### src/rtl/btb_pkg.sv
// rtl/btb_pkg.sv - shared types, counter encodings and tag helper for the branch target buffer
package btb_pkg;

    localparam int BTB_PC_W = 32;
    localparam int TAG_W    = BTB_PC_W - 2;

    localparam logic [1:0] SNT = 2'b00;
    localparam logic [1:0] WNT = 2'b01;
    localparam logic [1:0] WT  = 2'b10;
    localparam logic [1:0] ST  = 2'b11;

    typedef enum logic {
        RUN   = 1'b0,
        FLUSH = 1'b1
    } btb_state_e;

    typedef struct packed {
        logic                valid;
        logic [TAG_W-1:0]    tag;
        logic [BTB_PC_W-1:0] target;
        logic [1:0]          ctr;
    } btb_entry_t;

    typedef struct packed {
        logic                alloc;
        logic [BTB_PC_W-1:0] pc;
        logic [BTB_PC_W-1:0] target;
        logic                taken;
    } btb_req_t;

    function automatic logic [TAG_W-1:0] pc_tag(input logic [BTB_PC_W-1:0] pc);
        return pc[BTB_PC_W-1:2];
    endfunction

endpackage

### src/rtl/btb_sat_ctr.sv
// rtl/btb_sat_ctr.sv - next value of a 2-bit direction counter for allocate or train
module btb_sat_ctr
    import btb_pkg::*;
(
    input  logic [1:0] ctr_i,
    input  logic       alloc_i,
    input  logic       taken_i,
    output logic [1:0] ctr_o
);

    always_comb begin
        ctr_o = ctr_i;
        if (alloc_i) begin
            ctr_o = taken_i ? WT : WNT;
        end else if (taken_i) begin
            if (ctr_i != ST) ctr_o = ctr_i + 2'd1;
        end else begin
            if (ctr_i != SNT) ctr_o = ctr_i - 2'd1;
        end
    end

endmodule

### src/rtl/btb_ctrl.sv
// rtl/btb_ctrl.sv - fully associative BTB with stall-tolerant update buffer and flush sweep
// Optional BTB_BYPASS_EN: forward a same-cycle commit to the fetch lookup.
module btb_ctrl
    import btb_pkg::*;
#(
    parameter int ENTRIES = 8,
    parameter int PC_W    = BTB_PC_W,
    parameter int IDX_W   = $clog2(ENTRIES)
) (
    input  logic            clk,
    input  logic            reset,
    input  logic [PC_W-1:0] if_pc,
    output logic            hit,
    output logic            pred_taken,
    output logic [PC_W-1:0] pred_target,
    input  logic            upd_valid,
    input  logic            upd_alloc,
    input  logic [PC_W-1:0] upd_pc,
    input  logic [PC_W-1:0] upd_target,
    input  logic            upd_taken,
    input  logic            pipe_stall,
    input  logic            flush_req,
    output logic            flush_busy,
    output logic            pend_ovf
);

    localparam logic [IDX_W-1:0] LAST_IDX = IDX_W'(ENTRIES - 1);

    btb_entry_t       entries_q [ENTRIES];
    btb_state_e       state_q, state_d;
    logic [IDX_W-1:0] flush_idx_q, victim_q;
    logic             pend_valid_q, pend_ovf_q;
    btb_req_t         pend_q;

    btb_req_t         new_req, cm_req;
    btb_entry_t       cm_entry;
    logic             can_commit, cm_valid, cm_hit, cm_we, lk_hit;
    logic [IDX_W-1:0] cm_idx, cm_widx, lk_idx;
    logic [1:0]       cm_ctr;
    logic             unused_pc_lsbs;

    assign can_commit     = (state_q == RUN) && !pipe_stall;
    assign new_req        = '{alloc: upd_alloc, pc: upd_pc, target: upd_target, taken: upd_taken};
    assign cm_valid       = can_commit && (pend_valid_q || upd_valid);
    assign cm_req         = pend_valid_q ? pend_q : new_req;
    assign unused_pc_lsbs = ^{if_pc[1:0], cm_req.pc[1:0]};

    // Scan from the top down so the lowest matching index is the one left standing.
    always_comb begin
        cm_hit = 1'b0;
        cm_idx = '0;
        lk_hit = 1'b0;
        lk_idx = '0;
        for (int i = ENTRIES - 1; i >= 0; i--) begin
            if (entries_q[i].valid && entries_q[i].tag == pc_tag(cm_req.pc)) begin
                cm_hit = 1'b1;
                cm_idx = IDX_W'(i);
            end
            if (entries_q[i].valid && entries_q[i].tag == pc_tag(if_pc)) begin
                lk_hit = 1'b1;
                lk_idx = IDX_W'(i);
            end
        end
    end

    btb_sat_ctr u_sat_ctr (
        .ctr_i   (entries_q[cm_idx].ctr),
        .alloc_i (cm_req.alloc),
        .taken_i (cm_req.taken),
        .ctr_o   (cm_ctr)
    );

    // A train that misses writes nothing.
    always_comb begin
        cm_we    = cm_valid && (cm_req.alloc || cm_hit);
        cm_widx  = (cm_req.alloc && !cm_hit) ? victim_q : cm_idx;
        cm_entry = '{valid:  1'b1,
                     tag:    pc_tag(cm_req.pc),
                     target: cm_req.alloc ? cm_req.target : entries_q[cm_idx].target,
                     ctr:    cm_ctr};
    end

    always_comb begin
        hit         = 1'b0;
        pred_taken  = 1'b0;
        pred_target = '0;
        if (state_q == RUN) begin
            if (lk_hit) begin
                hit         = 1'b1;
                pred_taken  = entries_q[lk_idx].ctr[1];
                pred_target = entries_q[lk_idx].target;
            end
`ifdef BTB_BYPASS_EN
            if (cm_we && cm_entry.tag == pc_tag(if_pc)) begin
                hit         = 1'b1;
                pred_taken  = cm_entry.ctr[1];
                pred_target = cm_entry.target;
            end
`endif
        end
    end

    always_comb begin
        state_d = state_q;
        case (state_q)
            RUN:     if (flush_req) state_d = FLUSH;
            FLUSH:   if (flush_idx_q == LAST_IDX) state_d = RUN;
            default: state_d = RUN;
        endcase
    end

    assign flush_busy = (state_q == FLUSH);
    assign pend_ovf   = pend_ovf_q;

    always_ff @(posedge clk or negedge reset) begin
        if (!reset) begin
            state_q      <= RUN;
            flush_idx_q  <= '0;
            victim_q     <= '0;
            pend_valid_q <= 1'b0;
            pend_q       <= '0;
            pend_ovf_q   <= 1'b0;
            for (int i = 0; i < ENTRIES; i++) entries_q[i] <= '0;
        end else begin
            state_q <= state_d;
            if (state_q == FLUSH) begin
                entries_q[flush_idx_q].valid <= 1'b0;
                flush_idx_q                  <= flush_idx_q + IDX_W'(1);
                if (flush_idx_q == LAST_IDX) victim_q <= '0;
            end
            if (cm_we) begin
                entries_q[cm_widx] <= cm_entry;
                if (cm_req.alloc && !cm_hit) victim_q <= victim_q + IDX_W'(1);
            end
            // A full buffer that drains this cycle hands its slot to the new request.
            if (upd_valid && (pend_valid_q ? can_commit : !can_commit)) begin
                pend_valid_q <= 1'b1;
                pend_q       <= new_req;
            end else if (pend_valid_q && can_commit) begin
                pend_valid_q <= 1'b0;
            end
            if (upd_valid && pend_valid_q && !can_commit) pend_ovf_q <= 1'b1;
        end
    end

endmodule

### config.mk
export PLATFORM = sky130hd
export DESIGN_NAME = btb_ctrl
export DESIGN_NICKNAME = d
export VERILOG_FILES = /design/src/rtl/btb_pkg.sv /design/src/rtl/btb_sat_ctr.sv /design/src/rtl/btb_ctrl.sv
export SDC_FILE = /design/constraint.sdc
export NUM_CORES = 2
export LEC_CHECK = 0
export BUFFER_PORTS_ARGS = -buffer_cell sky130_fd_sc_hd__buf_4
export CAP_MARGIN = 20
export CORE_UTILIZATION = 43
export CTS_BUF_LIST = sky130_fd_sc_hd__clkbuf_16
export CTS_CLUSTER_DIAMETER = 100
export CTS_CLUSTER_SIZE = 10
export DETAILED_ROUTE_END_ITERATION = 8
export MAX_ROUTING_LAYER = met4
export SETUP_SLACK_MARGIN = 0.2
export SLEW_MARGIN = 10
export SYNTH_ARGS = -nofsm -noshare
export SYNTH_HDL_FRONTEND = slang
export SYNTH_HIERARCHICAL = 1
export SYNTH_SLANG_ARGS = --single-unit
### constraint.sdc
create_clock -name clk -period 4.8 [get_ports clk]
set_input_delay 0.24 -clock clk [delete_from_list [all_inputs] [get_ports clk]]
set_output_delay 0.24 -clock clk [all_outputs]
set_load 0.05 [all_outputs]
==> results.yml <==
run_status:
  status: "complete, no violations"
worst_setup_path:
  required_ns: 4.56
  cp-start-kind: "register"
  cp_slowest_cell: "or4_1"
  cp_cell_sequence: "xnor2_2, nand4_1, or4_1, o41ai_4, buf_4, nand3_1, buf_4, a21oi_4, buf_12, buf_12, mux2i_1, mux2i_1, o211a_1, buf_4"
  max_stage_delay_ns: 0.61
  worstSetupEndpointType: "output pin"
  cp.arrival_ns: 4.28
  r2r-start: "pend_valid_q"
  crit_top_cell: "buf_4"
  worstPathMaxFanout: 14
  crit_type: "register to output pin"
  cp-startpoint: "entries_q[103]"
sta:
  setup_viol: 0
  slew_viol_final: 0
  max_slew_margin_pct: 26.2
  timing.final.crit_share_pct: 94.1
  tightest_slew_ns: 1.10
  finalHoldViolations: 0
  setup_tns_ns: 0
  max_freq_mhz: 221
  rsz0062_at_grt: "true"
  fin_crit_ns: 4.52
  finClkSkew_ns: 0.0343
synth:
  netlist_top_cells_area: "dfrtp_1, xnor2_1, mux2i_1"
  synth_top_cell_area_share_pct: 42.3
  syn_area_per_cell_um2: 9.85
  synthArstFlopShare_pct: 100
  seq_area_frac_synth_pct: 42.3
  synth_edf_count: 0
  ys_types: 77
  ys_warn_count: 6
  synth_area_leader_cell: "dfrtp_1"
  syn_area_mm2: 0.0351
  synth-seq-cells: 593
  synth_flop_cell: "dfrtp_1"
  syn_inst: 3559
  syn_nets: 3666
drt:
  vias_per_cell: 6.06
  drc_errors: 0
  first_iter_violations: 2847
  wl_per_cell_um: 26.3
  vias: 29300
  finalWirelength_um: 127000
  drtAntennaViolNets: 0
  first_pass_iters: 8
layout:
  nNetsFinal: 3865
  drive_gt1_share_pct: 16.8
  n_antenna_cell: 0
  fin_cells: 4826
  final_cell_mix: "dfrtp_1, xnor2_1, nand2_1"
  final_common_cell: "dfrtp_1"
  fillCellCount: 7263
  areaGrowthSynthToFinish_pct: 18.9
clock_network:
  insertion_delay_ns: 0.64
  path_clk_slew_ns: 0.06
  cts_sinks: 593
  htreeDepth: 3
  clockBufferDepth: 3
  cts_buffers: 69
  cts_tree: "built"
  clockRootBuffer: "clkbuf_16"
power:
  power_density_mw_per_mm2: 519
  p_leak_nw: 17.0
  swShare_pct: 41.7
  clkPwrFrac_pct: 22.1
  peakVddDrop_uv: 362
  p_int_mw: 12.6
  comb_power_share_pct: 45.1
  power_switching_mw: 9.02
  seq_power_share_pct: 32.8
min_path:
  hp-start: "pipe_stall"
  holdCritPathClass: "input port to register"
grt:
  grt_overflow: 0
  grt_max_degree: 122
  grt_usage_pct: 31.5
  antenna_found_initial: 0
  grt_pass1_vias: 28300
  grt_pass1_wl_um: 188000
floorplanning:
  die_area_mm2: 0.0827
  io_pins: 139
  fp.dieW_um: 288
  initial_core_util_pct: 43.5
  row_count: 104
  die_h_um: 288
  core_area_mm2: 0.0805
flow_run:
  maxCapViolCount: 0
placed_design:
  hpwl_um: 83200
  gp_congestion: 1.01
  dpl.cell_count: 4665
  io_buffer_count: 134
==> cell type report <==
cell class	instances	area, um2	area share, %
Tap cell	1060	1330	3.18
Clock buffer	69	1730	4.14
Clock inverter	10	165	0.396
Inverter	72	270	0.648
Sequential cell	593	14800	35.6
Multi-Input combinational cell	2624	19100	45.8
Timing Repair Buffer	398	4240	10.2
==> worst max-delay path: cells and delay by family (launching register included) <==
family	cells	cell delay, ns
buffers and inverters	5	0.93
AOI/OAI and AO/OA	3	0.87
and+or+nand+nor	3	0.83
DFF	1	0.43
muxes	2	0.31
xor gates and xnor gates	1	0.26
==> metal layers <==
metal | global-route usage (%) | up-vias | wire (um)
li1 | - | 13100 | -
met1 | 44.4 | 14400 | 56300
met2 | 44.5 | 1386 | 53700
met3 | 4.95 | 327 | 11000
met4 | 14.1 | 0 | 6200
met5 | - | - | 0
==> flip-flops by register name, indices dropped and copies added, names as in the netlist <==
register and flops:
entries_q 520, pend_q 64, flush_idx_q 3, victim_q 3, flush_busy 1, pend_ovf 1, pend_valid_q 1
==> final timing paths <==
kind                                   to  slack, ns  cells past startpoint
max                            pred_taken       0.28                     14
min                          pend_valid_q       0.12                      4
max reg2reg                entries_q[471]       0.34                     17
min reg2reg                  entries_q[0]       0.49                      2
max in group asynchronous  entries_q[298]       3.26                      3
min in group asynchronous  entries_q[409]       0.24                      2
==> power by group through the flow <==
stage / clock network [mW] / registers, mW / logic [mW]
final: 4.78 / 7.09 / 9.74
after global routing: 5.06 / 7.21 / 10.3
after CTS: 4.87 / 7.08 / 9.46
after detailed placement: 0 / 7.15 / 9.35
after global placement: 0 / 7.13 / 9.33
after floorplan: 0 / 6.87 / 6.03
==> metrics by stage <==
step	hold WS [ns]	setup slack, ns	utilization, %	total power, mW	cell area (um2)
after floorplan	-0.0556	0.454	-	12.9	35100
after global placement	0.347	0.139	48.0	16.5	38700
after detailed placement	0.345	0.0764	48.0	16.5	38700
after CTS	0.108	0.200	51.4	21.4	41400
after global routing	0.156	0.159	51.7	22.6	41700
final	0.125	0.284	51.7	21.6	41700
==> synth_stat cells, types with 10 or more instances <==
library cell    n
nor4b_1        20
mux2_1         59
nand4_1       115
nor4_1        119
nand2_1       400
a221o_1        10
a211oi_1       32
nor2_1        107
o21ai_1       210
xor2_1         31
a21oi_1        59
nand3_1        29
o21ai_0       227
dfrtp_1       593
inv_1          72
a22o_1         24
buf_1          14
mux2_4         19
mux2i_1       220
a221oi_1       13
mux2_2         92
clkbuf_1      161
nor3_1         73
xnor2_1       450
buf_2          64
o211a_1        33
a31oi_2        16
o211ai_1       32
o221ai_1       33
buf_6          10
mux2i_4        30
o31ai_1        18
nor2b_1        34
buf_4          21
==> repair_timing <==
action,CTS,global route
hold buffers,68,0
cloned,1,2
pin swaps,3,2
resized for setup,11,29
buffers inserted,4,7
hold endpoints to repair,159,0
setup endpoints to repair,165,338
==> kinds of logic after synthesis <==
kind of cell	share of synthesized area (%)
buffers and inverters	4.33
DFF	42.3
xor gates and xnor gates	12.0
adders and majority gates	0.143
and+or+nand+nor	13.4
AOI/OAI and AO/OA	13.9
muxes	13.9
Power figures use the tool's default switching activity.
